==> src/rtl/shiftreg_pkg.sv <==
// Shared definitions for the serial configuration link.
// Holds the register-length defaults and the FSM state encoding used by both
// the receiving side (sr_cfg_receiver) and the transmitting FSM.
package shiftreg_pkg;

  localparam int unsigned SizeSrDynDefault  = 16;
  localparam int unsigned SizeSrStatDefault = 88;

  typedef enum logic [1:0] {
    StIdle      = 2'd0,
    StShiftDyn  = 2'd1,
    StShiftStat = 2'd2,
    StAbort     = 2'd3
  } sr_state_e;

endpackage

==> src/rtl/sr_shadow.sv <==
// Shadow shift register with saturating bit counter.
// Ports:
//   CLK, RST   clock, asynchronous active-high reset
//   clr        restart the frame; with shift_en the current bit becomes bit 1
//   shift_en   shift serial_in in at the LSB end (MSB-first framing)
//   serial_in  serial data bit
//   shadow     accumulated word
//   count      bits seen in this frame, saturating at SIZE+1
module sr_shadow #(
  parameter int unsigned SIZE  = 16,
  parameter int unsigned CNT_W = 7
) (
  input  logic             CLK,
  input  logic             RST,
  input  logic             clr,
  input  logic             shift_en,
  input  logic             serial_in,
  output logic [SIZE-1:0]  shadow,
  output logic [CNT_W-1:0] count
);

  // SIZE+1 is enough to tell an over-long frame apart from an exact one.
  localparam logic [CNT_W-1:0] CntMax = CNT_W'(SIZE + 1);

  always_ff @(posedge CLK or posedge RST) begin
    if (RST) begin
      shadow <= '0;
      count  <= '0;
    end else if (clr) begin
      shadow <= shift_en ? SIZE'(serial_in) : '0;
      count  <= shift_en ? CNT_W'(1) : '0;
    end else if (shift_en) begin
      shadow <= {shadow[SIZE-2:0], serial_in};
      if (count != CntMax) begin
        count <= count + CNT_W'(1);
      end
    end
  end

endmodule

==> src/rtl/sr_cfg_receiver.sv <==
// Serial configuration receiver.
// Accepts MSB-first frames for a dynamic and a static configuration register.
// A frame is committed only if exactly the register length was shifted in;
// short, long or colliding frames are rejected with a len_err pulse.
// Ports:
//   CLK, RST            clock, asynchronous active-high reset
//   sel_dyn, sel_stat   frame selects
//   signal_in           serial data
//   en_fin              sender acknowledges the dynamic load
//   dyn_cfg, stat_cfg   last accepted words
//   dyn_valid, stat_valid, len_err   one-cycle result pulses
//   cfg_ready           dynamic config loaded and acknowledged
//   busy                receiver not idle
module sr_cfg_receiver
  import shiftreg_pkg::*;
#(
  parameter int unsigned SIZESRDYN  = SizeSrDynDefault,
  parameter int unsigned SIZESRSTAT = SizeSrStatDefault
) (
  input  logic                  CLK,
  input  logic                  RST,
  input  logic                  sel_dyn,
  input  logic                  sel_stat,
  input  logic                  signal_in,
  input  logic                  en_fin,
  output logic [SIZESRDYN-1:0]  dyn_cfg,
  output logic [SIZESRSTAT-1:0] stat_cfg,
  output logic                  dyn_valid,
  output logic                  stat_valid,
  output logic                  len_err,
  output logic                  cfg_ready,
  output logic                  busy
);

  localparam int unsigned CntW = $clog2(SIZESRSTAT + 2);

  sr_state_e state_q, state_d;

  logic [SIZESRDYN-1:0]  dyn_shadow;
  logic [SIZESRSTAT-1:0] stat_shadow;
  logic [CntW-1:0]       dyn_cnt, stat_cnt;
  logic                  dyn_clr, dyn_shift, stat_clr, stat_shift;
  logic                  dyn_valid_d, stat_valid_d, len_err_d, cfg_ready_d;
  logic                  dyn_seen_q;

  sr_shadow #(
    .SIZE  (SIZESRDYN),
    .CNT_W (CntW)
  ) u_dyn_shadow (
    .CLK       (CLK),
    .RST       (RST),
    .clr       (dyn_clr),
    .shift_en  (dyn_shift),
    .serial_in (signal_in),
    .shadow    (dyn_shadow),
    .count     (dyn_cnt)
  );

  sr_shadow #(
    .SIZE  (SIZESRSTAT),
    .CNT_W (CntW)
  ) u_stat_shadow (
    .CLK       (CLK),
    .RST       (RST),
    .clr       (stat_clr),
    .shift_en  (stat_shift),
    .serial_in (signal_in),
    .shadow    (stat_shadow),
    .count     (stat_cnt)
  );

  // State register.
  always_ff @(posedge CLK or posedge RST) begin
    if (RST) begin
      state_q <= StIdle;
    end else begin
      state_q <= state_d;
    end
  end

  // Next-state logic.
  always_comb begin
    state_d = state_q;
    unique case (state_q)
      StIdle: begin
        if (sel_dyn && sel_stat) begin
          state_d = StAbort;
        end else if (sel_dyn) begin
          state_d = StShiftDyn;
        end else if (sel_stat) begin
          state_d = StShiftStat;
        end
      end
      StShiftDyn: begin
        if (sel_stat) begin
          state_d = StAbort;
        end else if (!sel_dyn) begin
          state_d = StIdle;
        end
      end
      StShiftStat: begin
        if (sel_dyn) begin
          state_d = StAbort;
        end else if (!sel_stat) begin
          state_d = StIdle;
        end
      end
      StAbort: begin
        if (!sel_dyn && !sel_stat) begin
          state_d = StIdle;
        end
      end
      default: state_d = StIdle;
    endcase
  end

  // Output / datapath control.
  always_comb begin
    dyn_valid_d  = 1'b0;
    stat_valid_d = 1'b0;
    len_err_d    = 1'b0;
    // Entry from IDLE captures the current bit as bit 1.
    dyn_clr      = (state_q == StIdle) && sel_dyn && !sel_stat;
    stat_clr     = (state_q == StIdle) && sel_stat && !sel_dyn;
    dyn_shift    = dyn_clr || ((state_q == StShiftDyn) && sel_dyn && !sel_stat);
    stat_shift   = stat_clr || ((state_q == StShiftStat) && sel_stat && !sel_dyn);
    unique case (state_q)
      StIdle: begin
        len_err_d = sel_dyn && sel_stat;
      end
      StShiftDyn: begin
        if (sel_stat) begin
          len_err_d = 1'b1;
        end else if (!sel_dyn) begin
          dyn_valid_d = (dyn_cnt == CntW'(SIZESRDYN));
          len_err_d   = (dyn_cnt != CntW'(SIZESRDYN));
        end
      end
      StShiftStat: begin
        if (sel_dyn) begin
          len_err_d = 1'b1;
        end else if (!sel_stat) begin
          stat_valid_d = (stat_cnt == CntW'(SIZESRSTAT));
          len_err_d    = (stat_cnt != CntW'(SIZESRSTAT));
        end
      end
      default: ;
    endcase

    // Acknowledge wins over the clear from a new dynamic frame.
    if (en_fin && dyn_seen_q) begin
      cfg_ready_d = 1'b1;
    end else if (dyn_clr) begin
      cfg_ready_d = 1'b0;
    end else begin
      cfg_ready_d = cfg_ready;
    end
  end

  // Registered outputs.
  always_ff @(posedge CLK or posedge RST) begin
    if (RST) begin
      dyn_cfg    <= '0;
      stat_cfg   <= '0;
      dyn_valid  <= 1'b0;
      stat_valid <= 1'b0;
      len_err    <= 1'b0;
      cfg_ready  <= 1'b0;
      busy       <= 1'b0;
      dyn_seen_q <= 1'b0;
    end else begin
      if (dyn_valid_d) begin
        dyn_cfg <= dyn_shadow;
      end
      if (stat_valid_d) begin
        stat_cfg <= stat_shadow;
      end
      dyn_valid  <= dyn_valid_d;
      stat_valid <= stat_valid_d;
      len_err    <= len_err_d;
      cfg_ready  <= cfg_ready_d;
      busy       <= (state_d != StIdle);
      dyn_seen_q <= dyn_seen_q | dyn_valid_d;
    end
  end

endmodule

==> config.mk <==
export PLATFORM = sky130hd
export DESIGN_NAME = sr_cfg_receiver
export DESIGN_NICKNAME = d
export VERILOG_FILES = /design/src/rtl/shiftreg_pkg.sv /design/src/rtl/sr_shadow.sv /design/src/rtl/sr_cfg_receiver.sv
export SDC_FILE = /design/constraint.sdc
export NUM_CORES = 1
export LEC_CHECK = 0
export CAP_MARGIN = 20
export CORE_MARGIN = 1
export CORE_UTILIZATION = 30
export DETAILED_ROUTE_END_ITERATION = 10
export PLACE_DENSITY_LB_ADDON = 0.05
export SYNTH_ARGS = -nofsm -noshare
export SYNTH_HDL_FRONTEND = slang
export SYNTH_SLANG_ARGS = --single-unit
==> constraint.sdc <==
create_clock -name CLK -period 7.1 [get_ports CLK]
set_input_delay 1.065 -clock CLK [delete_from_list [all_inputs] [get_ports CLK]]
set_output_delay 1.065 -clock CLK [all_outputs]
set_load 0.05 [all_outputs]
-- Yosys cells after proc, flatten, opt, wreduce, memory -nomap -nowiden
Cells that the tools add are included.
- bits in registers: 230
- output and inout port bits: 109
- $add $sub $neg: 2
- equal/unequal tests: 9
- multiplexer cells: 36
- bitwise gates (word level): 1
- reduce and logical (&&, ||, !) cells: 24
- operator list (kind ; number):
    88-bit 2-to-1 mux ; 2
    7-bit 2-to-1 mux ; 6
    16-bit 2-to-1 mux ; 2
    1-bit 2-to-1 mux ; 16
    2-bit 2-to-1 mux ; 8
    7-bit by 1-bit adder with 7-bit output, second input constant ; 2
    7-bit by 5-bit inequality test with 1-bit output, second input constant ; 2
    7-bit inequality test, second input constant ; 2
    2-bit nonzero test ; 6
    1-bit logical AND ; 11
    2-bit case mux with 4 select lines ; 1
    7-bit by 5-bit equality test with 1-bit output, second input constant ; 1
    7-bit equality test, second input constant ; 1
    2-bit equality test, second input constant ; 2
    2-bit AND reduction ; 2
    1-bit case mux with 3 select lines ; 1
    2-bit by 1-bit equality test with 1-bit output, second input constant ; 1
    1-bit zero test ; 2
    2-bit zero test ; 1
    1-bit logical OR ; 2
    1-bit bitwise OR ; 1

-- Depth between registers and ports, before layout
Gate-level depths: netlist of the first run.
- word-level depth: 6
- mapped depth: 7

-- Modules after synthesis
From an unflattened synthesis of the first run, not the netlist that was laid out.
- cells, all modules: 680
- area, all modules: 9270.1 µm²
- by module, submodules not included (module ; times used ; cells an instance ; area an instance (µm²)):
    sr_cfg_receiver ; 1 ; 257 ; 4284.1
    sr_shadow at u_stat_shadow ; 1 ; 327 ; 3945.0
    sr_shadow at u_dyn_shadow ; 1 ; 96 ; 1041.0

-- Worst setup path after synthesis of the first run
OpenSTA, ideal clock, no wires.
- path type: input port to flip-flop
- start point: input sel_stat
- end point: register stat_cfg[0]
- setup time: 127 ps
- arrival time: 2682 ps
- data required time: 6973 ps
- setup slack: 4290 ps
- stages: 6
- cells stage by stage: buf_2 > or4b_1 > nor4_4 > buf_4 > buf_6 > mux2_1
- cells in the longest elaborated chain, start to end: 3
- RTL lines (item ; line ; RTL):
    start: declaration ; sr_cfg_receiver.sv:23 ; input logic sel_stat,
    1-bit 2-to-1 mux ; sr_cfg_receiver.sv:142 ; end else if (!sel_stat) begin
    1-bit 2-to-1 mux ; sr_cfg_receiver.sv:140 ; if (sel_dyn) begin
    1-bit 2-to-1 mux ; sr_cfg_receiver.sv:127 ; unique case (state_q)
    net stat_valid_d ; sr_cfg_receiver.sv:43 ; logic dyn_valid_d, stat_valid_d, len_err_d, cfg_ready_d;
    end signal: assignment ; sr_cfg_receiver.sv:176 ; stat_cfg <= stat_shadow;
    end: declaration ; sr_cfg_receiver.sv:27 ; output logic [SIZESRSTAT-1:0] stat_cfg,
The timed path passes the listed nets, and every way through them passes these cells.
A chain may end at the register's enable or synchronous reset.

-- Worst setup path after layout of the first run
- start point: input sel_stat
- end point: register stat_cfg[13]
- cells in the longest elaborated chain, start to end: 3
- RTL lines (item ; line):
    1-bit 2-to-1 mux ; sr_cfg_receiver.sv:142
    1-bit 2-to-1 mux ; sr_cfg_receiver.sv:140
    1-bit 2-to-1 mux ; sr_cfg_receiver.sv:127
No other way between the ends.

==> reports/metrics.csv, run 1 <==
metric;value;unit
overflow;0;
syn_avg_cell_area;11.4;um2
grt_pass1_vias;6137;
synth-edff-count;0;
crit_required;7.50;ns
synth-main-ff-cell;dfrtp_1;
wl_per_cell;15.4;um
clk_latency;0.52;ns
tns;0;ns
clock-sinks;230;
finalPower;2.97;mW
fin_cells;1315;
die_y;177;um
drc;0;
gp_congestion;0.714;
met3_usage;0.0249;
drt_iter0_markers;294;
finalClockSkew;0.00715;ns
synth_area;9150;um2
nets;918;
routed_wl;20200;um
dieArea;31200;um2
grt_max_degree;93;
grtUsageMet2;0.209;
post_cts_buffers;0;
max_freq;304;MHz
min_period;3.28;ns
mostFrequentLayoutCells;dfrtp_1 (229), nand2_1 (223), clkdlybuf4s50_1 (114);
synthArstFlopShare;1.00;
antenna_found_initial;0;
crit_fanout;69;
syn2layout_area_growth;27.0;%
grt.busiest_layer;met2;
cpPeakStageDelay;0.80;ns
path_class;in2reg;
diodes;0;
cts_hold_buf;0;
rsz0062_at_grt;no;
cp_slowest_cell;buf_4;
p_leak;5.83;nW
critPathBufInv;2;
cts_made_buffers;27;
synth_nets;818;
cts_tree;yes;
cts_root_buf;clkbuf_16;
core-area;29800;um2
hpwl;11500;um
finalSetupViolations;0;
synth_warnings;0;
use_met1;0.180;
run_status;complete, no violations;
yosysUniqueCellTypes;44;
cp_cell_sequence;clkdlybuf4s50_1, or4b_1, nor4_4, buf_4, mux2_2;
grt_usage;0.130;
syn_inst;806;
period_share;0.463;
irDropWorstVdd;0.136;mV
grt_pass1_wl;33200;um
cellPowerDensity;256;nW/um2
port_buffers;114;
worst_slew_pin_slew;1.04;ns
hold_path_class;reg2reg;
timing.hold.ws;0.464;ns
hold_viol;0;
num_vias;6152;
worst_setup_path_start_kind;primary input;
first_pass_iters;4;
cap_violations;0;
die_width;177;um
viasPerCell;4.68;
cts.path.max_buffers;3;
dp_cells;1265;
crit_family;buffers and inverters;
rows;63;
final_common_cell;dfrtp_1;
htree_levels;1;
utilization;0.390;
initial_core_util;0.307;
maxSlewHeadroom;0.307;
ys_seq_area_frac;0.629;
ys_ff_latch;230;
endpoint_kind;flip-flop;
report.final.slew_viol_count;0;
io_pins;115;
detail-route-antenna-nets;0;
final_layout_size_suffix_gt1_frac;0.177;
clkTransAtPathRegs;0.06;ns
cp.arrival;3.68;ns
cts_resized;0;
## sequential cells by signal (all words and copies together), names as in the netlist
signal and flops:
u_stat_shadow.shadow 88, busy 1, stat_valid 1, u_dyn_shadow.shadow 16
dyn_cfg 16, stat_cfg 88, cfg_ready 1, state_q 2
len_err 1, u_dyn_shadow.count 7, dyn_valid 1, u_stat_shadow.count 7
dyn_seen_q 1
## through the flow
step	setup slack [ns]	area, um2
2_1_floorplan	3.03	9160
3_3_place_gp	3.28	10600
3_5_place_dp	3.24	10600
4_1_cts	3.81	11600
5_1_grt	3.68	11600
6_report	3.82	11600
## logic make-up after synthesis
group | count (synthesis) | synth area share
muxes | 104 | 0.128
buffers and inverters | 64 | 0.0288
DFF | 230 | 0.629
adders and majority gates | 6 | 0.00820
AOI/OAI and AO/OA | 27 | 0.0217
and+or+nand+nor | 375 | 0.185
## area by class of cell
cell class / count / area (um2)
Clock inverter: 12 / 138
Clock buffer: 36 / 790
Inverter: 10 / 41.3
Multi-Input combinational cell: 512 / 3150
Fill cell: 2879 / 18200
Tap cell: 390 / 488
Timing Repair Buffer: 125 / 1260
Sequential cell: 230 / 5760
## synth_stat cells (all sizes together) (3+ instances only)
master,n,share of area
dfrtp,230,0.63
nand4,3,0.0021
ha,6,0.0082
o21ai,5,0.0027
inv,10,0.0041
or4b,3,0.0033
buf,18,0.010
and3,6,0.0041
nand2,223,0.091
nor2b,3,0.0021
clkbuf,36,0.015
nand3,114,0.063
nor2,4,0.0016
mux2,104,0.13
nor3b,3,0.0025
a31oi,3,0.0021
## worst register-to-register path, cell delays in order, from the launching register on
cell	delay, ns
dfrtp_1	0.48
buf_16	0.22
or4b_1	0.58
nor4_4	0.17
buf_4	0.80
mux2_2	0.47
## layer usage
metal | part of all wire | vias up
met4 | 0.023 | 0
met5 | 0 | -
met2 | 0.47 | 107
met3 | 0.042 | 33
li1 | - | 2920
met1 | 0.47 | 3092
## where the power goes
group          internal [mW]  leakage [nW]  total (mW)  switching, mW
clock network          0.883         0.465        1.43          0.542
logic                 0.0535          2.21       0.164          0.110
registers               1.34          3.16        1.38         0.0424
total                   2.28          5.83        2.97          0.695
## final timing paths
path | slack (ns) | to | start | cells after the start
min reg2reg | 0.46 | u_dyn_shadow.shadow[15] | u_dyn_shadow.shadow[15] | 2
max | 3.82 | stat_cfg[13] | sel_stat | 5
max reg2reg | 4.26 | stat_cfg[13] | state_q[0] | 5
min | 0.46 | u_dyn_shadow.shadow[15] | u_dyn_shadow.shadow[15] | 2
min in group asynchronous | 0.88 | stat_cfg[18] | RST | 2
max in group asynchronous | 4.95 | state_q[1] | RST | 3
No activity file was read; power rests on OpenSTA's default activity.
==> run 2: changes to the inputs <==
clock period = 3.3 ns   (was 7.1 ns; I/O delays follow)
==> reports/metrics.csv, run 2 (same netlist as run 1, synthesis figures left out) <==
metric;value;unit;change
finalClockSkew;0.0159;ns;was 0.00715 ns
grt_pass1_wl;34400;um;was 33,200 um
clkPwrFrac;0.471;;was 0.479
dieArea;31200;um2;unchanged
internal_power;4.83;mW;was 2.28 mW
cts_tree;yes;;unchanged
diodes;0;;unchanged
holdPathStages;2;;unchanged
min_period;2.42;ns;
cts_root_buf;clkbuf_16;;unchanged
cts.path.max_buffers;3;;unchanged
timing.hold.ws;0.466;ns;was 0.464 ns
grt_max_degree;115;;was 93
maxSlewHeadroom;0.435;;was 0.307
p_seq_frac;0.472;;was 0.466
report.final.slew_viol_count;0;;unchanged
p_leak;5.82;nW;was 5.83 nW
grt_usage;0.136;;was 0.130
viasPerCell;4.69;;was 4.68
die_width;177;um;unchanged
min_to;u_stat_shadow.shadow[87];;was u_dyn_shadow.shadow[15]
cellPowerDensity;541;nW/um2;was 256 nW/um2
fin_area;11700;um2;was 11,600 um2
finalSetupViolations;0;;unchanged
finalPower;6.31;mW;was 2.97 mW
r2r_end;stat_cfg[68];;was stat_cfg[13]
largest_registers;stat_cfg x88, u_stat_shadow.shadow x88;;unchanged
hold_path_class;reg2reg;;unchanged
worst_setup_path_start_kind;flip-flop;;was primary input
overflow;0;;unchanged
cap_violations;0;;unchanged
power_switching_share;0.234;;about the same
place_area;10800;um2;was 10,600 um2
initial_core_util;0.307;;unchanged
fin_cells;1320;;was 1,315
die_y;177;um;unchanged
r2r_cells;5;;unchanged
timing.final.ws_setup;0.881;ns;was 3.82 ns
final_common_cell;dfrtp_1;;unchanged
r2r_start;state_q[1];;was state_q[0]
path_class;reg2reg;;was in2reg
endpoint_kind;flip-flop;;unchanged
syn2layout_area_growth;27.3;%;was 27.0%
irDropWorstVdd;0.364;mV;was 0.136 mV
mostFrequentLayoutCells;dfrtp_1 (229), nand2_1 (223), clkdlybuf4s50_1 (114);;unchanged
hpwl;12100;um;was 11,500 um
final_layout_size_suffix_gt1_frac;0.173;;was 0.177
clk_latency;0.53;ns;was 0.52 ns
rows;63;;unchanged
gp_congestion;0.727;;was 0.714
grt_pass1_vias;6326;;was 6,137
port_buffers;114;;unchanged
pre_cts_ws;0.578;ns;was 3.24 ns
p_comb_frac;0.056;;was 0.055
detail-route-antenna-nets;0;;unchanged
period_share;0.733;;
drc;0;;unchanged
drt_iter0_markers;361;;was 294
cts_hold_buf;0;;unchanged
hold_viol;0;;unchanged
antenna_found_initial;0;;unchanged
core-area;29800;um2;unchanged
reg2reg_slack;0.88;ns;was 4.26 ns
crit_required;3.70;ns;was 7.50 ns
min_from;u_stat_shadow.shadow[87];;was u_dyn_shadow.shadow[15]
routed_wl;20500;um;was 20,200 um
clock-sinks;230;;unchanged
io_pins;115;;unchanged
first_pass_iters;4;;unchanged
num_vias;6191;;was 6,152
crit_fanout;33;;was 69
run_status;complete, no violations;;unchanged
max_freq;413;MHz;
worst_slew_pin_slew;0.848;ns;was 1.04 ns
cts_made_buffers;27;;unchanged
cp.arrival;2.82;ns;was 3.68 ns
post_cts_buffers;0;;unchanged
power_switching;1.48;mW;was 0.695 mW
clkTransAtPathRegs;0.06;ns;about the same
wl_per_cell;15.6;um;was 15.4 um
dp_cells;1272;;was 1,265
cts_resized;0;;unchanged
rsz0062_at_grt;no;;unchanged
nets;923;;was 918
htree_levels;1;;unchanged
## run 2: cell types whose count changed in the layout (fill, tap and decap cells not counted), sizes merged
cell    change
buf         +5
clkbuf      +4
clkinv      -4
## run 2: metrics by stage
| step | setup TNS [ns] | util |
|---|---|---|
| after floorplan | -46.68 | - |
| after global placement | 0 | 0.362 |
| after detailed placement | 0 | 0.362 |
| after CTS | 0 | 0.391 |
| after global routing | 0 | 0.391 |
| final | 0 | 0.391 |
## run 2: layout make-up
class,count,area (um2)
fillers,2886,18100
flip-flops and latches,230,5760
multi-input cells,512,3150
repair buffers,130,1340
clock buffers,40,764
well taps,390,488
clock inverters,8,118
inverters,10,41.3
## run 2: layer usage
metal | global-route usage | wire (um) | vias up
met4 | 0.0402 | 397 | 0
met1 | 0.182 | 9500 | 3078
met3 | 0.0264 | 1010 | 34
met2 | 0.221 | 9640 | 132
met5 | 0 | 0 | -
li1 | - | - | 2947
## run 2: worst max path at each step
stage | end | slack [ns] | cells after the start | start
global placement | stat_cfg[11] | 0.60 | 6 | sel_stat
finish | stat_cfg[68] | 0.88 | 5 | state_q[1]
floorplan | busy | -0.20 | 1 | RST
CTS | stat_cfg[15] | 0.85 | 5 | state_q[1]
detailed placement | stat_cfg[68] | 0.58 | 6 | sel_stat
global route | stat_cfg[85] | 0.77 | 5 | state_q[1]
## run 2: critical path, stage by stage (launching register included)
cell,delay [ns]
dfrtp_4,0.66
or4b_1,0.53
nor4_4,0.20
buf_12,0.26
buf_12,0.24
mux2_2,0.36
## run 2: power groups by stage
stage	Combinational [mW]	Sequential [mW]	Clock (mW)
floorplan	0.261	3.01	0
global placement	0.353	3.03	0
detailed placement	0.365	3.03	0
CTS	0.366	2.98	3.09
global route	0.407	2.99	3.21
finish	0.355	2.98	2.97
